[src/rtl/uart_tx_fifo.sv]
// Buffered 8N1 UART transmitter: a small byte FIFO fed by bus writes, drained
// by a start/data/stop serializer at a fixed baud rate.
module uart_tx_fifo #(
    parameter int unsigned CLKS_PER_BIT = 868,
    parameter int unsigned FIFO_DEPTH   = 8
) (
    input  logic                               clk,
    input  logic                               reset,
    input  logic                               wr_en,
    input  logic [7:0]                         data_in,
    input  logic                               clr_ovf,
    output logic                               full,
    output logic                               empty,
    output logic [$clog2(FIFO_DEPTH+1)-1:0]    count,
    output logic                               busy,
    output logic                               overflow,
    output logic                               UART_Tx
);

    localparam int unsigned AW = $clog2(FIFO_DEPTH);
    localparam int unsigned CW = $clog2(FIFO_DEPTH + 1);
    localparam int unsigned BW = $clog2(CLKS_PER_BIT);
    localparam logic [BW-1:0] BaudMax = BW'(CLKS_PER_BIT - 1);

    typedef enum logic [1:0] {StIdle, StStart, StData, StStop} state_e;

    logic [7:0]    mem_q [FIFO_DEPTH];
    logic [AW-1:0] wr_ptr_q, rd_ptr_q;
    logic [CW-1:0] count_q, count_d;
    logic          full_q, empty_q;
    logic          overflow_q, overflow_d;
    logic          push, pop;

    state_e        state_q, state_d;
    logic [BW-1:0] baud_q, baud_d;
    logic [2:0]    bit_idx_q, bit_idx_d;
    logic [7:0]    shift_q, shift_d;
    logic          tx_q, tx_d;
    logic          last_tick;

    // A write is judged against the registered full flag, so a write that
    // coincides with a pop while full is still dropped.
    assign push = wr_en & ~full_q;

    // FIFO storage; contents need no reset because the pointers define validity.
    always_ff @(posedge clk) begin
        if (push) begin
            mem_q[wr_ptr_q] <= data_in;
        end
    end

    // Occupancy and sticky overflow next-state; an overflow event beats a clear.
    always_comb begin
        count_d = count_q;
        if (push && !pop) begin
            count_d = count_q + CW'(1);
        end else if (pop && !push) begin
            count_d = count_q - CW'(1);
        end
        overflow_d = overflow_q;
        if (wr_en && full_q) begin
            overflow_d = 1'b1;
        end else if (clr_ovf) begin
            overflow_d = 1'b0;
        end
    end

    // FIFO pointers and registered status flags.
    always_ff @(posedge clk or negedge reset) begin
        if (!reset) begin
            wr_ptr_q   <= '0;
            rd_ptr_q   <= '0;
            count_q    <= '0;
            full_q     <= 1'b0;
            empty_q    <= 1'b1;
            overflow_q <= 1'b0;
        end else begin
            if (push) begin
                wr_ptr_q <= wr_ptr_q + AW'(1);
            end
            if (pop) begin
                rd_ptr_q <= rd_ptr_q + AW'(1);
            end
            count_q    <= count_d;
            full_q     <= (count_d == CW'(FIFO_DEPTH));
            empty_q    <= (count_d == '0);
            overflow_q <= overflow_d;
        end
    end

    // Serializer next-state: pops in IDLE or on the last STOP cycle for gapless frames.
    always_comb begin
        state_d   = state_q;
        baud_d    = baud_q;
        bit_idx_d = bit_idx_q;
        shift_d   = shift_q;
        pop       = 1'b0;
        last_tick = (baud_q == BaudMax);
        unique case (state_q)
            StIdle: begin
                if (!empty_q) begin
                    pop     = 1'b1;
                    shift_d = mem_q[rd_ptr_q];
                    state_d = StStart;
                    baud_d  = '0;
                end
            end
            StStart: begin
                if (last_tick) begin
                    state_d   = StData;
                    baud_d    = '0;
                    bit_idx_d = '0;
                end else begin
                    baud_d = baud_q + BW'(1);
                end
            end
            StData: begin
                if (last_tick) begin
                    baud_d  = '0;
                    shift_d = {1'b0, shift_q[7:1]};
                    if (bit_idx_q == 3'd7) begin
                        state_d = StStop;
                    end else begin
                        bit_idx_d = bit_idx_q + 3'd1;
                    end
                end else begin
                    baud_d = baud_q + BW'(1);
                end
            end
            StStop: begin
                if (last_tick) begin
                    baud_d = '0;
                    if (!empty_q) begin
                        pop     = 1'b1;
                        shift_d = mem_q[rd_ptr_q];
                        state_d = StStart;
                    end else begin
                        state_d = StIdle;
                    end
                end else begin
                    baud_d = baud_q + BW'(1);
                end
            end
            default: state_d = StIdle;
        endcase

        // Line level follows the state being entered so UART_Tx is a clean register.
        case (state_d)
            StStart: tx_d = 1'b0;
            StData:  tx_d = shift_d[0];
            default: tx_d = 1'b1;
        endcase
    end

    // Serializer state; reset drives the line high immediately.
    always_ff @(posedge clk or negedge reset) begin
        if (!reset) begin
            state_q   <= StIdle;
            baud_q    <= '0;
            bit_idx_q <= '0;
            shift_q   <= '0;
            tx_q      <= 1'b1;
        end else begin
            state_q   <= state_d;
            baud_q    <= baud_d;
            bit_idx_q <= bit_idx_d;
            shift_q   <= shift_d;
            tx_q      <= tx_d;
        end
    end

    assign full     = full_q;
    assign empty    = empty_q;
    assign count    = count_q;
    assign overflow = overflow_q;
    assign busy     = (state_q != StIdle);
    assign UART_Tx  = tx_q;

endmodule

[config.mk]
export PLATFORM = sky130hd
export DESIGN_NAME = uart_tx_fifo
export DESIGN_NICKNAME = d
export VERILOG_FILES = /design/src/rtl/uart_tx_fifo.sv
export SDC_FILE = /design/constraint.sdc
export NUM_CORES = 1
export LEC_CHECK = 0
export CORE_AREA = 2 2 101 142
export CTS_CLUSTER_SIZE = 28
export DETAILED_ROUTE_END_ITERATION = 12
export DIE_AREA = 0 0 103 144
export HOLD_SLACK_MARGIN = 0.03
export SYNTH_ARGS = -nofsm -noshare
export SYNTH_HDL_FRONTEND = slang
export SYNTH_SLANG_ARGS = --single-unit
[constraint.sdc]
create_clock -name clk -period 2.5 [get_ports clk]
set_input_delay 0.25 -clock clk [delete_from_list [all_inputs] [get_ports clk]]
set_output_delay 0.25 -clock clk [all_outputs]
set_load 0.01 [all_outputs]
==> run summary <==
outcome = finished clean
n_diodes = 0
wire length of the first global-routing pass = 14.3 mm
register bit total from synthesis = 101
Max-cap violations = 0
design area = 0.00544 sq mm
DP Wirelength = 5.84 mm
switching pwr = 0.00196 W
Worst IR Drop VDD = 457 uV
P per Cell Area = 1070 mW/mm^2
Placed Area = 0.00513 sq mm
Max Slew Vio Count = 0
worst hold path class = primary input to flip-flop
Post-Layout Cell Count = 548
Num CTS Buffers = 9
Initial Util = 0.343
async set or reset register ratio after synthesis = 0.366
Clock Sinks = 101
crit share post-route = 0.903
IO Port Bufs = 20
launching element type of the critical path = flip-flop
area fraction of the dominant cell type after synthesis = 0.410
final WL = 8.65 mm
gr ovfl total = 0
commonest non-fill, non-tap cell in the layout = edfxtp_1
die height = 144 microns
Die W = 103 microns
Root Driver = clkbuf_16
Nets = 382
simple logic cell fraction of the synthesized area = 0.0996
Synth Area in Adders = 0.0320
yosys warns = 0
Worst slew margin = 0.445
Die ar. = 0.0148 sq mm
fraction of layout cells with a size suffix above 1 = 0.168
number of synthesized flops with an enable pin = 64
Buf+Inv Stages, Crit Path = 0
unrepaired setup endpoints after global routing = no
final setup TNS = 0 ns
Final Wtd Congestion = 0.760
DRC = 0
CP Data Arrival Time = 2.48 ns
CP max FO = 14
largest net degree at the start of global routing = 38
Inst Count DP = 531
remaining antenna violation count = 0
CP Capture Type = flip-flop
WL/cell = 15.8 microns
Crit path largest cell delay = 0.40 ns
Mapped Cells = 327
xor-xnor portion of the synthesized cell area = 0.0149
part of the power in registers = 0.430
vias in the first global route = 2798
CP required = 2.73 ns
Comb pwr share = 0.335
most frequent cells in the layout = 64 x edfxtp_1, 35 x dfrtp_1, 26 x nand2_1, 19 x o21ai_0, 19 x clkdlybuf4s50_1
top area cells in the synthesized netlist = edfxtp_1 41%, dfrtp_1 19%, mux4_1 4.5%
row count = 51
Synth Cell Area = 0.00469 sq mm
mux cell area share after synthesis = 0.117
initial antenna violation count = 0
1st-iter DRT viols = 129
net count after synthesis = 351
CTS tree = built
Hold Vio Cnt, Final = 0
# resized after CTS = 0
clock latency on the worst-skew pair = 0.34 ns
post-synthesis cell type count = 59
Fill cells = 1310
Max Fclk = 443 MHz
slowest cell on the critical path = dfrtp_1
Worst-path clk slew = 0.08 ns
Worst-Margin Slew = 0.833 ns
final setup violating endpoints = 0
area of the multi-input gates = 0.00170 sq mm
Syn Area/Cell = 14.3 sq um
cell chain of the critical path = ha_1 -> nor3b_4 -> a41oi_4 -> nor4_4 -> nor4_1 -> o32ai_2 -> nor2_1
Area Overhead vs Synth = 16.0%
ys flop type = edfxtp_1
Clock Skews = 0.00800 ns
Clk pwr share = 0.235
crit-path leading delay family = simple AND/OR/NAND/NOR gates
register area = 0.00285 sq mm
clock period minus worst slack = 2.26 ns
DR pass1 iterations = 4
P_leak = 1.99 nW
Total GRT Usage = 0.128
# H-tree levels = 3
Setup CP Type = flip-flop to flip-flop
clock buffer depth = 2
vias per inst = 5.01
Seq/Total Area, Yosys = 0.608
# IOs = 21
Core Footprint = 0.0137 sq mm
Vias = 2744
complex-gate fraction of the synthesized area = 0.0990
Internal = 0.00384 W
Sw Share = 0.337
largest family of logic cells by synthesized area = multiplexers
top cell type by total area after synthesis = edfxtp_1
[what timing repair did]
action	4_1_cts	5_1_grt
buffers inserted	0	0
hold buffers	1	0
setup endpoints to repair	0	1
endpoints found under the hold margin	12	0
[final cells by class]
type,count,area share
Inverter,12,0.00829
Tap cell,185,0.0426
Timing Repair Buffer,34,0.0580
Clock inverter,7,0.0124
Clock buffer,9,0.0414
Multi-Input combinational cell,200,0.313
Sequential cell,101,0.524
[power by group through the flow]
stage | Sequential (W) | Clock [W] | Combinational, W
2_1_floorplan | 0.00239 | 0 | 0.00152
3_3_place_gp | 0.00252 | 0 | 0.00193
3_5_place_dp | 0.00254 | 0 | 0.00196
4_1_cts | 0.00250 | 0.00139 | 0.00197
5_1_grt | 0.00255 | 0.00147 | 0.00213
6_report | 0.00249 | 0.00136 | 0.00194
[through the flow]
step	power, W	hold slack, ns	utilization	setup WS (ns)
final	0.00580	0.482	0.398	0.242
after global routing	0.00616	0.531	0.398	0.0619
after CTS	0.00586	0.467	0.398	0.176
after detailed placement	0.00450	0.403	0.376	0.199
after global placement	0.00445	0.413	0.376	0.303
after floorplan	0.00391	-0.0456	-	0.510
[path summary, 6_finish.rpt]
check / from / endpoint / slack [ns] / cells after the start
max: baud_q[0]$_DFFE_PN0P_ / full$_DFF_PN0_ / 0.24 / 7
min: clr_ovf / overflow$_DFFE_PN0P_ / 0.48 / 2
max reg2reg: baud_q[0]$_DFFE_PN0P_ / full$_DFF_PN0_ / 0.24 / 7
min reg2reg: baud_q[8]$_DFFE_PN0P_ / baud_q[8]$_DFFE_PN0P_ / 0.51 / 1
max in group asynchronous: reset / state_q[0]$_DFF_PN0_ / 1.41 / 2
min in group asynchronous: reset / baud_q[7]$_DFFE_PN0P_ / 0.56 / 2
[per-layer routing]
layer,vias to the layer above,track usage,wire [microns]
li1,1315,-,-
met1,1398,0.153,3700
met2,29,0.222,4660
met3,2,0.0246,213
met4,0,0.0533,68
met5,-,0,0
[cell usage after synthesis (all sizes together) (2+ instances only)]
| library cell | number |
|---|---|
| a21oi | 10 |
| a22o | 8 |
| and2 | 2 |
| and3 | 6 |
| buf | 9 |
| clkbuf | 5 |
| dfrtp | 35 |
| dfstp | 2 |
| edfxtp | 64 |
| ha | 12 |
| inv | 12 |
| mux2 | 8 |
| mux2i | 7 |
| mux4 | 16 |
| nand2 | 26 |
| nand2b | 6 |
| nand3 | 10 |
| nand4 | 2 |
| nor2 | 16 |
| nor3 | 10 |
| nor4 | 4 |
| o21a | 2 |
| o21ai | 25 |
| o31ai | 4 |
| o32ai | 2 |
| xnor2 | 5 |
| xor2 | 3 |
[flip-flops by register name (all words and copies together), names as in the netlist]
name	cells
rd_ptr_q	3
full	1
bit_idx_q	3
baud_q	10
state_q	2
wr_ptr_q	3
shift_q	8
count	4
UART_Tx	1
mem_q	64
overflow	1
empty	1
[cells by family after synthesis]
logic type	after synthesis
mux	31
buf+inv	26
compound gates	63
xor+xnor	8
simple gates	86
fa+ha+maj	12
flops	101
Power figures use the tool's default switching activity.
